===== config.mk =====
export PLATFORM = sky130hd
export DESIGN_NAME = uart_tx_serializer
export DESIGN_NICKNAME = d
export VERILOG_FILES = /design/src/rtl/uart_tx_serializer.sv
export SDC_FILE = /design/constraint.sdc
export NUM_CORES = 1
export LEC_CHECK = 0
export BUFFER_PORTS_ARGS = -buffer_cell sky130_fd_sc_hd__buf_2
export CAP_MARGIN = 5
export CORE_ASPECT_RATIO = 0.9
export CORE_MARGIN = 5
export CORE_UTILIZATION = 52
export DETAILED_ROUTE_END_ITERATION = 7
export GPL_TIMING_DRIVEN = 0
export PLACE_DENSITY = 0.74
export REMOVE_ABC_BUFFERS = 1
export SLEW_MARGIN = 40
export SYNTH_ARGS = -nofsm -noshare
export SYNTH_HDL_FRONTEND = slang
export SYNTH_SLANG_ARGS = --single-unit

===== constraint.sdc =====
create_clock -name clk -period 2.09 [get_ports clk]
set_input_delay 0.209 -clock clk [delete_from_list [all_inputs] [get_ports clk]]
set_output_delay 0.209 -clock clk [all_outputs]
set_load 0.05 [all_outputs]

===== src/rtl/uart_tx_serializer.sv =====
// UART transmit serializer: start bit, LSB-first data, optional parity, 1-2 stop bits.
// Takes one character per idle cycle while i_data_valid is high and always idles at least one cycle between frames.
module uart_tx_serializer #(
    parameter int unsigned CLK_FREQ  = 50000000,
    parameter int unsigned BAUD_RATE = 115200,
    parameter int unsigned DATA_BITS = 8,
    parameter int unsigned STOP_BITS = 1,
    parameter int unsigned PARITY    = 0
) (
    input  logic                 clk,
    input  logic                 n_rst,
    input  logic                 i_data_valid,
    input  logic [DATA_BITS-1:0] i_data,
    output logic                 o_busy,
    output logic                 o_tx
);

    localparam int unsigned ClksPerBit = CLK_FREQ / BAUD_RATE;
    localparam int unsigned BaudW      = (ClksPerBit > 2) ? $clog2(ClksPerBit) : 1;
    localparam logic [BaudW-1:0] BaudLast = BaudW'(ClksPerBit - 1);
    localparam logic [3:0]       DataLast = 4'(DATA_BITS - 1);
    localparam logic [3:0]       StopLast = 4'(STOP_BITS - 1);
    localparam logic             OddMode  = (PARITY == 1);

    if (ClksPerBit < 2 || DATA_BITS < 5 || DATA_BITS > 9 || STOP_BITS < 1 || STOP_BITS > 2 ||
        PARITY > 2) begin : gen_bad_params
        $error("uart_tx_serializer: illegal parameter combination");
    end

    typedef enum logic [2:0] {
        StIdle,
        StStart,
        StData,
        StParity,
        StStop
    } state_e;

    state_e               state_q, state_d;
    logic [BaudW-1:0]     baud_q, baud_d;
    logic [3:0]           bit_q, bit_d;
    logic [DATA_BITS-1:0] shift_q, shift_d;
    logic                 par_q, par_d;
    logic                 tx_q, tx_d;
    logic                 busy_q, busy_d;
    logic                 baud_end;

    always_comb begin
        state_d  = state_q;
        baud_d   = baud_q;
        bit_d    = bit_q;
        shift_d  = shift_q;
        par_d    = par_q;
        baud_end = (baud_q == BaudLast);

        unique case (state_q)
            StIdle: begin
                if (i_data_valid) begin
                    state_d = StStart;
                    shift_d = i_data;
                    // Parity bit is fixed at capture so later shifting needs no bookkeeping.
                    par_d   = (^i_data) ^ OddMode;
                    baud_d  = '0;
                    bit_d   = '0;
                end
            end
            StStart: begin
                if (baud_end) begin
                    state_d = StData;
                    baud_d  = '0;
                    bit_d   = '0;
                end else begin
                    baud_d = baud_q + BaudW'(1);
                end
            end
            StData: begin
                if (baud_end) begin
                    baud_d  = '0;
                    shift_d = shift_q >> 1;
                    if (bit_q == DataLast) begin
                        bit_d   = '0;
                        state_d = (PARITY != 0) ? StParity : StStop;
                    end else begin
                        bit_d = bit_q + 4'd1;
                    end
                end else begin
                    baud_d = baud_q + BaudW'(1);
                end
            end
            StParity: begin
                if (baud_end) begin
                    state_d = StStop;
                    baud_d  = '0;
                    bit_d   = '0;
                end else begin
                    baud_d = baud_q + BaudW'(1);
                end
            end
            StStop: begin
                if (baud_end) begin
                    baud_d = '0;
                    if (bit_q == StopLast) begin
                        bit_d   = '0;
                        state_d = StIdle;
                    end else begin
                        bit_d = bit_q + 4'd1;
                    end
                end else begin
                    baud_d = baud_q + BaudW'(1);
                end
            end
            default: begin
                state_d = StIdle;
                baud_d  = '0;
                bit_d   = '0;
            end
        endcase

        // Line and busy are registered from the next state so they change on the transition edge.
        tx_d = 1'b1;
        unique case (state_d)
            StStart:  tx_d = 1'b0;
            StData:   tx_d = shift_d[0];
            StParity: tx_d = par_d;
            default:  tx_d = 1'b1;
        endcase
        busy_d = (state_d != StIdle);
    end

    always_ff @(posedge clk or negedge n_rst) begin
        if (!n_rst) begin
            state_q <= StIdle;
            baud_q  <= '0;
            bit_q   <= '0;
            shift_q <= '0;
            par_q   <= 1'b0;
            tx_q    <= 1'b1;
            busy_q  <= 1'b0;
        end else begin
            state_q <= state_d;
            baud_q  <= baud_d;
            bit_q   <= bit_d;
            shift_q <= shift_d;
            par_q   <= par_d;
            tx_q    <= tx_d;
            busy_q  <= busy_d;
        end
    end

    assign o_tx   = tx_q;
    assign o_busy = busy_q;

endmodule


# == Word-level counts from Yosys, hierarchy flattened ==
# Cells that the tools add are included.
# classes
addsub,2
eq_ne,13
muxes,24
reduce_logical,9
# ops
cell,count
$mux W4,6
$mux W3,7
$mux W9,2
$pmux W9 S2,1
$mux W8,2
$pmux W4 S4,1
$pmux W8 S2,1
$pmux W3 S5,1
$eq A3 B2 Y1 const B,4
$add A9 B1 Y9 const B,1
$eq A9 B9 Y1 const B,1
$reduce_xor A8 Y1,1
$eq A3 B1 Y1 const B,2
$ne A2 B2 Y1 const B,3
$add A4 B1 Y4 const B,1
$eq A4 B3 Y1 const B,1
$logic_not A4 Y1,1
$reduce_and A4 Y1,1
$reduce_or A4 Y1,1
$eq A3 B3 Y1 const B,1
$logic_not A3 Y1,1
$pmux W1 S3,1
$reduce_and A3 Y1,1
$reduce_bool A3 Y1,1
other kinds (4),5
# word_totals
register_bits,27
in_bits,11
output_inout_bits,2
word_cells,56

# == Longest topological paths before layout ==
# Gate-level depths: netlist (run 1).
# depth
ltp_word,6
depth_mapped,8
mapped_depth_nobuf,7

# == Least setup slack after synthesis (run 1) ==
# No wires, ideal clock.
# synth_timing
path_type,reg-to-reg
start,reg baud_q[2]
end,reg bit_q[3]
setup_time_ps,122
arrival_time_ps,1909
required_time_ps,1968
slack_ps,59
path_stages_with_launch,6
path_buffers,0
synth_period_minus_slack_ps,2031
path_cell_list,dfrtp_1 > or4b_4 > or3_4 > a2bb2oi_4 > a21bo_1 > a32o_1
# synth_via
elab_chain_cells,3
word_cells_on_any_way,5
cone_classes,eq/ne (4); reduce/logical (1)
# synth_lines
element,line,text
start: declaration,39,"logic [BaudW-1:0] baud_q, baud_d;"
start signal: assignment,140,baud_q <= baud_d;
$eq A9 B9 Y1 *,53,baud_end = (baud_q == BaudLast);
$ne A2 B2 Y1 (no line) / $ne A2 B1 Y1 (equally long branches),n/a,
$reduce_and A4 Y1 (no line) *,n/a,
end signal: assignment,141,bit_q <= bit_d;
end: declaration,40,"logic [3:0] bit_q, bit_d;"
# Mark *: on every way between the ends. The rest lies on a longest branch, timed or not.
# A chain may end at the register's enable or synchronous reset.

# == Final worst setup path (run 1) ==
# layout_timing
start,reg baud_q[3]
end,reg busy_q (netlist: o_busy)
# layout_via
elab_chain_cells,4
word_cells_on_any_way,7
cone_classes,eq/ne (1); mux (5); reduce/logical (1)
# layout_lines
element,line,text
$eq A9 B9 Y1 *,53,
$mux W3 (on tied branches),n/a,
$pmux W3 S5 *,55,unique case (state_q)
named net state_d[1],38,"state_e state_q, state_d;"
$reduce_bool A3 Y1 *,126,busy_d = (state_d != StIdle);
named net busy_d,44,"logic busy_q, busy_d;"
end signal: assignment,145,busy_q <= busy_d;
end: declaration,44,
# Mark *: on every way through the listed nets, which the timed path passes. The rest lies on a longest branch.

==> results list, run 1 <==
- Total via count after detailed routing: 1156
- Setup repair after global routing could not meet its margin everywhere.
- The cell sitting at the root of the clock tree is a clkbuf_4.
* Period Utilization, post-route: 99.0%
- Internal reg-to-reg setup slack: 0.02 ns
- Power spread over the standard cell area amounts to just over 800 mW/mm².
- Of all nets on the critical path, the largest fanout is 4.
* First-pass GRT wire length: 4.73 mm
- Maximum number of pins on one net before global-route repair: 28
- 13 I/O pins were placed.
- Final Non-Filler Cells: 211
- Combinational logic burns 29.2% of the power.
- Once placement completed, the tool counted placed cells totaling 200.
* Core area: 0.00273 mm²
- Cell type with the largest total area after synthesis: dfrtp_1
- After filler insertion, the fill cell instance count of the layout stands at around 230.
- IR analysis of the VDD net gives a maximum drop of 0.000347 V.
* Fraction of synthesis flops using an asynchronous set or reset pin: 100%
* Final-report hold violation count: 0
- Post-DP HPWL: about 2 mm
* Power Internal: 0.901 mW
- In the synthesized netlist, the cells that appear most often are dfrtp_1 (26), nand2_1 (18), nor2_1 (14).
- Leak Pwr: between 0.7 and 0.8 nW
* Time the worst path needs with I/O delays and setup: 2.07 ns
- Start point of the worst hold path: i_data[7]
* Arrival time worst endpoint: 2.29 ns
* TritonCTS clock tree: yes
- Worst-case reg-to-reg path depth: 5
- Of the total power, the clock network draws 16.7%.
- Total global-route track usage: 15.4%
* Diode insertion count for antenna repair: 0
- At the pin with the least slew margin, the transition time is 0.652 ns.
- Worst-case setup margin in the final layout: 0.0217 ns
* Synthesized instance count: about 150
- Die area: 0.00395 mm²
* Worst reg2reg path startpoint: baud_q[3]
* Max transition margin: 56.4%
- The later pin in the worst-skew pair is clocked with a latency of 0.32 ns.
* Sequential area share after synthesis: 46.6%
- Ratio of cells with drive above 1 in the final layout: 19.3%
- Summed over all layers, the global routing overflow is 0.
* Post-detailed-route count of antenna-violating nets: 0
- Number of iterations in the first detailed-routing pass: 6
- Syn. warnings: 0
* Die boundary height: 60.2 µm
- Across all hold checks on the routed design, the worst slack comes to about 0.10 ns.
- The finished cells cover 0.00166 mm².
- The clock passes through at most 2 buffers.
* Count of different cell masters after synthesis: 37
- After floorplanning, the core was divided into 18 placement rows.
- Max Freq: 483 MHz
- Worst setup slack after placement: -0.218 ns
- After detailed routing, the number of vias per cell comes to 5.48.
- After detailed routing, the average wire length per cell comes to 13.5 µm.
- Clock-pin slew of the registers on the worst-case setup and hold paths: 0.15 ns
- Share of Yosys cell area claimed by the top area cell type: 44.8%
- Gp weighted congestion: 0.804
* CP Capture Type: register
- Number of design rule violations left after detail routing: 0
- Net switching is 33.7% of the power.
* Number of enable-type register cells in the synthesized netlist: 0
* Die extent in x: about 66 µm
- Post-Syn Area: 0.00145 mm²
- Seq cells post-synth: 27
- For this run, the leading register cell type out of synthesis is dfrtp_1.
* Layout area overhead: 14.3%
* Number of buffers created by CTS: 3
* Hold EP: shift_q[7]
- The number of antenna violations at the first check in global routing was 0.
* Sinks on Clock Net: 27
- The placed instances occupy a cell area of 0.00156 mm².
* Switching power total: 0.458 mW
- By startpoint and endpoint, the worst setup path is classified as reg -> reg.
- The worst hold path was traced through 3 stages.
* Crit Reg-Reg Endpoint: o_busy
- Sum of routed wire length over all layers: 2.85 mm
- Mean instance size in the synthesized netlist: 9.63 µm²
- Top cells by area in the synthesized netlist: dfrtp_1 (45%), xnor2_1 (6.6%), nand2_1 (4.6%), nor2_1 (3.6%), ha_1 (3.4%)
* Number of H-tree levels: 1
- Initial Util: 53.4%
- Port Buf Inserts: 12
* Worst Hold Class: in -> reg
* Number of global-route vias before repair: 1073
- Max-cap violations in this run came to 0.
- STA classifies the critical path startpoint as a register.
- Leading cell type by number of instances after synthesis: dfrtp_1
- Layout Skew: ~0.0046 ns
* Relative contribution of sequential cells to total power: 54.1%
- Outcome: complete, no violations
- First-iteration detailed-routing DRC count: between 80 and 90
* Number of setup violations in the final report: 0
* Total count of max-transition violations in the final report: 0
- Aggregate negative setup slack: 0 ns
* Nets@finish: 187
- Required time at the endpoint of the critical path: 2.31 ns
[power by group through the flow]
stage / Sequential [mW] / Combinational (mW) / Clock [mW]
final: 0.736 / 0.397 / 0.227
after global routing: 0.755 / 0.442 / 0.255
after CTS: 0.747 / 0.347 / 0.238
after detailed placement: 0.762 / 0.317 / 0
after global placement: 0.753 / 0.300 / 0
after floorplan: 0.743 / 0.232 / 0
[per-stage QoR]
stage	util, %	power, mW
after global routing	61.0	1.45
after CTS	59.6	1.33
after floorplan	-	0.974
final	61.0	1.36
after global placement	56.8	1.05
after detailed placement	57.2	1.08
[sequential cells by signal, indices dropped and copies added (netlist names)]
name / count
shift_q: 8
bit_q: 4
o_tx: 1
par_q: 1
baud_q: 9
state_q: 3
o_busy: 1
[final cells by class]
cell class | instances | area, µm² | area share [%]
Clock inverter | 1 | 7.51 | 0.452
Tap cell | 40 | 50.0 | 3.01
Sequential cell | 27 | 678 | 40.8
Timing Repair Buffer | 20 | 120 | 7.23
Clock buffer | 3 | 22.5 | 1.36
Inverter | 11 | 41.3 | 2.48
Multi-Input combinational cell | 109 | 742 | 44.7
[cells in the final DEF (no fill, tap or decap), types with 6 or more instances in the layout]
cell | synthesis | final
nand3_1 | 7 | 7
buf_4 | 0 | 6
dfrtp_1 | 26 | 25
inv_1 | 11 | 11
nor2_1 | 14 | 13
xnor2_1 | 11 | 11
nand2_1 | 18 | 18
buf_2 | 1 | 13
a22oi_1 | 6 | 6
[worst max-delay path by stage]
stage / start / endpoint / cells after the start
after floorplan: state_q[2] / o_tx / 4
after global placement: state_q[2] / o_tx / 4
after detailed placement: baud_q[2] / bit_q[3] / 5
after CTS: baud_q[3] / bit_q[3] / 5
after global routing: baud_q[3] / bit_q[3] / 5
final: baud_q[3] / o_busy / 5
[logic make-up (layout without fill, tap and decap cells)]
group | after synthesis | count (layout) | synth area share, %
flops | 27 | 27 | 46.6
compound gates | 29 | 29 | 15.1
xor+xnor | 15 | 15 | 9.04
fa+ha+maj | 4 | 4 | 3.44
buf+inv | 15 | 35 | 3.96
simple gates | 61 | 61 | 21.9
[what timing repair did]
item                       in CTS  in global routing
setup endpoints to repair       2                  2
resized for setup               2                  2
hold buffers                    1                  0
pin swaps                       1                  3
hold endpoints to repair       26                  0
buffers inserted                3                  3
[critical path, stage by stage, from the launching register on]
cell     delay, ns
dfrtp_1       0.44
or4b_4        0.56
a211o_1       0.29
a32oi_2       0.27
inv_1         0.09
or3_1         0.32
[layer usage]
layer | wire length (µm) | up-vias | global-route usage (%) | share of wire (%)
li1 | - | 576 | - | -
met5 | 0 | - | 0 | 0
met1 | 1310 | 549 | 20.6 | 46
met3 | 131 | 5 | 2.26 | 4.6
met4 | 26 | 0 | 4.44 | 0.91
met2 | 1380 | 26 | 26.0 | 49
Note: power is estimated with default switching activity, not from simulation.
==> inputs of run 2 (changes only) <==
--- a/config.mk
+++ b/config.mk
@@ -9,10 +9,10 @@
 export CAP_MARGIN = 5
 export CORE_ASPECT_RATIO = 0.9
 export CORE_MARGIN = 5
-export CORE_UTILIZATION = 52
+export CORE_UTILIZATION = 45
 export DETAILED_ROUTE_END_ITERATION = 7
 export GPL_TIMING_DRIVEN = 0
-export PLACE_DENSITY = 0.74
+export PLACE_DENSITY = 0.66
 export REMOVE_ABC_BUFFERS = 1
 export SLEW_MARGIN = 40
 export SYNTH_ARGS = -nofsm -noshare
==> run 2 against run 1 <==
Net effect:
- sequential power increased by 0.5%
- sequential cell count did not move
- design area increased by 1.3%
- sequential share of layout area down 0.59 points
- setup slack got worse by 0.019 ns
- register-to-register slack got worse by 0.02 ns
- global-route usage shrank 1.1 points
- wire length is 1.4% higher
- critical path depth unchanged
- final cell count is 1.9% higher
- worst hold slack improved by 0.023 ns
==> results list, run 2 (same netlist as run 1, synthesis figures left out) <==
* Outcome: complete, no violations
- Most flop-heavy register: baud_q
* Max reg flops: 9 (unchanged)
* Hold path cells: 3 (unchanged)
* Fill cell total of the finished layout: 288 (+24%)
- The number of DRC violations after detailed-routing iteration 0 was 71 (-12%).
* Number of iterations in the first detailed-routing pass: 4 (-2)
* Maximum number of pins on one net before global-route repair: 28 (unchanged)
- Buffer type at the clock tree root: clkbuf_4
- FP Rows: 19 (+1)
- Setup repair after global routing could not meet its margin everywhere.
* Commonest non-fill, non-tap cells in the layout: dfrtp_1 (26), nand2_1 (18), nor2_1 (13), buf_2 (13)
- Sinks on Clock Net: 27 (unchanged)
- The number of antenna cells inserted was 0 (unchanged).
- Period Utilization, post-route: 99.9% (+0.90 points)
- The power spent charging and discharging nets came to 0.461 mW (+0.66%).
* Crit Reg-Reg Endpoint: bit_q[3]
- Avg WL per Cell: 13.4 µm (-0.52%)
- The max capacitance violation total was 0 (unchanged).
* Post-DP HPWL: 2.04 mm (+2.7%)
* Worst-case setup margin in the final layout: 0.00297 ns (-0.0188 ns)
- Worst reg2reg path startpoint: baud_q[3]
- The combinational fraction of design power is 29.1% (about the same).
- Time the worst path needs with I/O delays and setup: 2.09 ns (+0.0188 ns)
- Number of setup violations in the final report: 0 (unchanged)
- Leak Pwr: 0.749 nW (+2.4%)
- Worst path cell trace: or4b_4 -> or3_4 -> a2bb2oi_4 -> a21bo_1 -> a32o_1
* Clock-pin slew of the registers on the worst-case setup and hold paths: 0.15 ns (about the same)
* Die boundary height: 63.9 µm (+6.3%)
* Hold EP: shift_q[7]
- Clock network fraction of design power: 16.8% (about the same)
* Internal reg-to-reg setup slack: 0.003 ns (-0.02 ns)
- The number of nets in the layout came to 189 (+1.1%).
- The number of placed cells counting well taps came to 202 (+1.0%).
- Final Non-Filler Cells: 215 (+1.9%)
- Number of design rule violations left after detail routing: 0 (unchanged)
- STA classifies the critical path endpoint as a register.
* Power Internal: 0.905 mW (+0.43%)
- The largest registers in the layout are baud_q x9, shift_q x8, bit_q x4.
- CP max-delay cell: or4b_4
* Maximum fanout along the worst path: 4 (unchanged)
- The top-level port count is 13 (unchanged).
* Critical Path Start Type: register
- The depth of the worst register-to-register path is 5 (unchanged).
- Relative to the synthesized area, the layout overhead comes to 15.7%.
- Largest stage delay, worst path: 0.56 ns (about the same)
- The wire length reported by the detailed router is 2.89 mm (+1.4%).
* Design Power: 1.37 mW (+0.51%)
- PwrDens: 812 mW/mm² (-0.76%)
- Max Freq: 479 MHz (-0.90%)
* Worst setup slack after placement: -0.237 ns (-0.0194 ns)
- The setup TNS after final layout was 0 ns (unchanged).
- The via count of the first global-routing pass was 1182 (+10%).
* TritonCTS clock tree: yes
- Worst Hold Class: in -> reg
- Ratio of cells with drive above 1 in the final layout: 19.7% (+0.35 points)
- Initial antenna violation count: 0 (unchanged)
- Start point of the worst hold path: i_data[7]
- The via count was 1159 (+0.26%).
- Total global-route track usage: 14.3% (-1.1 points)
* Total count of max-transition violations in the final report: 0 (unchanged)
- The pin slew with the least headroom to its limit was 0.590 ns (-0.0615 ns).
* Port Buf Inserts: 12 (unchanged)
- Core area: 0.00309 mm² (+13%)
- The worst setup path is of the reg -> reg kind.
* Post-layout instance area: 0.00168 mm² (+1.3%)
* Worst-skew pair later-pin latency: 0.33 ns (about the same)
- Number of buffers created by CTS: 3 (unchanged)
- Max transition margin: 60.7% (+4.2 points)
* Sw Ratio: 33.8% (+0.052 points)
* VDD IR max: 0.000429 V (+24%)
* Die extent in x: 69.9 µm (+6.4%)
* Most common library cell in the layout ignoring fill and taps: dfrtp_1
* Gp weighted congestion: 0.854 (+6.2%)
- Layout Skew: 0.0126 ns (+0.00797 ns)
- The post-route antenna net violation count came to 0 (unchanged).
- The H-tree depth reported by CTS was 1 (unchanged).
* Final-report hold violation count: 0 (unchanged)
* Initial Util: 47.0% (-6.3 points)
- The critical path required time is 2.32 ns (about the same).
- Die area: 0.00447 mm² (+13%)
* Remaining Overflow, GRT: 0 (unchanged)
* Arrival time worst endpoint: 2.32 ns (+0.03 ns)
- Longest Clk Path Bufs: 2 (unchanged)
- Relative contribution of sequential cells to total power: 54.1% (about the same)
* Placed Instance Area: 0.00156 mm² (+0.16%)
- First-pass GRT wire length: 5.22 mm (+11%)
* Avg Vias per Cell: 5.39 (-1.6%)
## run 2: worst max path at each step
stage / start / endpoint / slack (ns) / cells after the start
6_report: baud_q[3] / bit_q[3] / 0.003 / 5
5_1_grt: baud_q[3] / bit_q[3] / -0.04 / 5
4_1_cts: baud_q[2] / o_busy / 0.0001 / 6
3_5_place_dp: baud_q[2] / bit_q[3] / -0.24 / 5
3_3_place_gp: state_q[2] / o_tx / -0.83 / 4
2_1_floorplan: state_q[2] / o_tx / -0.25 / 4
## run 2: power by group through the flow
stage / clock network (mW) / registers, mW / logic (mW)
after floorplan: 0 / 0.743 / 0.232
after global placement: 0 / 0.755 / 0.301
after detailed placement: 0 / 0.760 / 0.315
after CTS: 0.237 / 0.737 / 0.381
after global routing: 0.262 / 0.760 / 0.455
final: 0.229 / 0.740 / 0.398
## run 2: critical path, delay by kind of cell (launching register included)
| kind | cells | cell delay (ns) |
|---|---|---|
| DFF | 1 | 0.44 |
| and+or+nand+nor | 2 | 0.91 |
| AOI/OAI and AO/OA | 3 | 0.64 |
## run 2: repair_timing
action	4_1_cts	5_1_grt
buffers inserted	7	1
endpoints found under the setup margin	2	14
hold buffers	1	0
gates resized for setup	0	6
pin swaps	1	3
endpoints found under the hold margin	26	0
## run 2: area by class of cell
type	count	area (µm²)	area share (%)
repair buffers	22	135	8.03
inverters	11	41.3	2.45
well taps	42	52.6	3.12
flip-flops and latches	27	677	40.2
clock buffers	4	26.3	1.56
multi-input cells	109	751	44.6
## run 2: per-layer routing
metal | part of all wire, % | track usage [%] | vias to the layer above
met4 | 1.4 | 4.31 | 0
met5 | 0 | 0 | -
met2 | 48 | 24.5 | 14
li1 | - | - | 576
met3 | 2.9 | 4.23 | 5
met1 | 48 | 17.4 | 564
## run 2: per-stage QoR
step                      util, %  hold WS, ns
after global routing         54.5        0.112
after CTS                    53.4        0.115
final                        54.5        0.127
after detailed placement     50.5        0.255
after floorplan                 -      -0.0866
after global placement       50.2        0.246
==> inputs of run 3 (changes only) <==
--- a/config.mk
+++ b/config.mk
@@ -13,7 +13,6 @@
 export DETAILED_ROUTE_END_ITERATION = 7
 export GPL_TIMING_DRIVEN = 0
 export PLACE_DENSITY = 0.66
-export REMOVE_ABC_BUFFERS = 1
 export SLEW_MARGIN = 40
 export SYNTH_ARGS = -nofsm -noshare
 export SYNTH_HDL_FRONTEND = slang
==> run 3 against run 2 <==
Net effect:
- critical path depth is the same
- combinational power grew 1%
- clock power is essentially flat
- sequential share of layout area shrank 0.10 points
- setup slack lost 0.0065 ns
- register-to-register slack is essentially flat
- utilization grew 0.24 points
- the run now ends with negative setup slack left
==> results list, run 3 (same netlist as run 1, synthesis figures left out) <==
- The layout cell share with drive strength beyond 1 is 19.9% (+0.23 points).
* Number of global-route vias before repair: 1154 (-2.4%)
- The pre-CTS setup slack is -0.122 ns (+0.115 ns).
* Max transition margin: 58.6% (-2.1 points)
- The post-route antenna net violation count came to 0 (unchanged).
- Die boundary height: 63.9 µm (unchanged)
- The achievable clock frequency is 478 MHz (-0.31%).
- The average wire per cell in the routed design is 13.9 µm (+3.4%).
- Traced cell by cell, the critical path runs through or4b_4 -> or3_4 -> a2bb2oi_4 -> a21bo_1 -> a32o_1.
* Initial Util: 47.0% (unchanged)
- Commonest non-fill, non-tap cells in the layout: dfrtp_1 (25), nand2_1 (18), nor2_1 (13)
- Most common library cell in the layout ignoring fill and taps: dfrtp_1
- Core area: 0.00309 mm² (unchanged)
- The H-tree depth reported by CTS is 1 (unchanged).
- The aggregate global-route resource usage is 13.9% (-0.42 points).
- Diode insertion count for antenna repair: 0 (unchanged)
- The clock sink count was 27 (unchanged).
- Period Utilization, post-route: 100% (+0.31 points)
- The buffer depth of the longest clock path was 2 (unchanged).
* Worst-skew pair later-pin latency: 0.32 ns (about the same)
* Post-DP HPWL: 2.17 mm (+6.7%)
- Number of design rule violations left after detail routing: 0 (unchanged)
- FP Rows: 19 (unchanged)
- The final-report setup violation count came to 1 (+1).
- Clock-pin slew of the registers on the worst-case setup and hold paths: 0.14 ns (about the same)
- The count of buffers from port buffering came to 12 (unchanged).
- The critical-path maximum fanout was 5 (+1).
- The register-to-register setup slack is -0.004 ns (about the same).
* Die area: 0.00447 mm² (unchanged)
- Number of iterations in the first detailed-routing pass: 4 (unchanged)
- The power density over the cells was 811 mW/mm² (-0.19%).
- First-iteration detailed-routing DRC count: 72 (+1.4%)
- Initial antenna violation count: 0 (unchanged)
* Time the worst path needs with I/O delays and setup: 2.09 ns (+0.00655 ns)
* Critical Path Start Type: register
* Max reg flops: 9 (unchanged)
- The top-level port count came to 13 (unchanged).
* Worst Hold Class: in -> reg
* Largest stage delay, worst path: 0.58 ns (+0.02 ns)
* Design Power: 1.37 mW (+0.26%)
- Number of buffers created by CTS: 3 (unchanged)
- The number of nets handed over by synthesis was 166.
- CTS placed an instance of clkbuf_4 at the clock tree root.
- Setup repair after global routing could not meet its margin everywhere.
- The number of filler cells placed in the layout came to 291 (+1.0%).
* Avg Vias per Cell: 5.57 (+3.4%)
* Nets@finish: 192 (+1.6%)
- Counting flops per register, the top entry is baud_q.
- VDD IR max: 0.000584 V (+36%)
- The final-report max-slew violation count was 0 (unchanged).
- Type of the worst setup path: reg -> reg
* Biggest regs: baud_q x9, shift_q x8, bit_q x4
- CP Capture Type: register
- The arrival time at the worst endpoint was 2.32 ns (about the same).
* Aggregate negative setup slack: -0.00358 ns (-0.00358 ns)
* Leak Pwr: 0.752 nW (+0.29%)
* Outcome: complete, but fails checks
- The pin slew with the least headroom to its limit is 0.622 ns (+0.0316 ns).
- CP max-delay cell: or4b_4
* Layout area overhead: 16.3%
* Violated checks: negative setup slack
* Util after Layout: 54.7% (+0.24 points)
* Die extent in x: 69.9 µm (unchanged)
- The max capacitance violation total was 0 (unchanged).
- Total via count after detailed routing: 1215 (+4.8%)
- The final worst-path setup slack came to -0.00358 ns (-0.00655 ns).
- Gp weighted congestion: 0.819 (-4.1%)
* Maximum number of pins on one net before global-route repair: 28 (unchanged)
* Remaining Overflow, GRT: 0 (unchanged)
* Layout Skew: 0.00147 ns (-0.0111 ns)
- First-pass GRT wire length: 5.09 mm (-2.6%)
- Required time at the endpoint of the critical path: 2.32 ns (about the same)
* TritonCTS clock tree: yes
- The total count of hold-check failures in the final report is 0 (unchanged).
- Sum of routed wire length over all layers: 3.03 mm (+4.8%)
==> run 3: stage by stage <==
step           area, µm²  hold slack (ns)  cells
2_1_floorplan       1450          -0.0866    151
3_3_place_gp        1570            0.249    205
3_5_place_dp        1570            0.260    205
4_1_cts             1650            0.109    215
5_1_grt             1690            0.113    218
6_report            1690            0.112    218
==> run 3: cell type report <==
cell class                 count  area (µm²)  area share (%)
buffer                         4        20.0            1.18
clock buffer                   4        26.3            1.55
inverter                      11        41.3            2.44
multi-input combinational    109         742            43.9
sequential                    27         678            40.1
tap                           42        52.6            3.11
timing repair buffer          21         130            7.70
==> run 3: critical path: cells and delay by family (launching register included) <==
| family | cells | cell delay [ns] |
|---|---|---|
| AOI/OAI and AO/OA | 3 | 0.61 |
| DFF | 1 | 0.46 |
| and+or+nand+nor | 2 | 0.94 |
==> run 3: timing repair <==
action                                  4_1_cts  5_1_grt
resized for setup                             1        9
hold buffers                                  1        0
cloned                                        0        0
endpoints found under the hold margin        26        0
pin swaps                                     1        4
endpoints found under the setup margin        9       12
buffers inserted                              5        3
==> run 3: power by group <==
group          switching [mW]  total (mW)  internal [mW]
Clock                   0.155       0.230         0.0748
Combinational           0.209       0.403          0.195
Sequential              0.100       0.737          0.636
==> run 3: worst paths after layout <==
kind                         endpoint        from  cells past startpoint
setup / recovery             bit_q[3]   baud_q[6]                      5
hold / removal             shift_q[7]   i_data[7]                      3
setup reg to reg             bit_q[3]   baud_q[6]                      5
hold reg to reg            shift_q[3]  shift_q[3]                      2
max in group asynchronous   baud_q[6]       n_rst                      2
min in group asynchronous    bit_q[2]       n_rst                      2
==> run 3: metal layers <==
| metal | track usage (%) | share of wire [%] | routed length [µm] | up-vias |
|---|---|---|---|---|
| li1 | - | - | - | 591 |
| met5 | 0 | 0 | 0 | - |
| met3 | 4.08 | 3.2 | 96 | 2 |
| met1 | 18.2 | 46 | 1390 | 606 |
| met2 | 23.1 | 50 | 1520 | 16 |
| met4 | 2.39 | 0.56 | 17 | 0 |
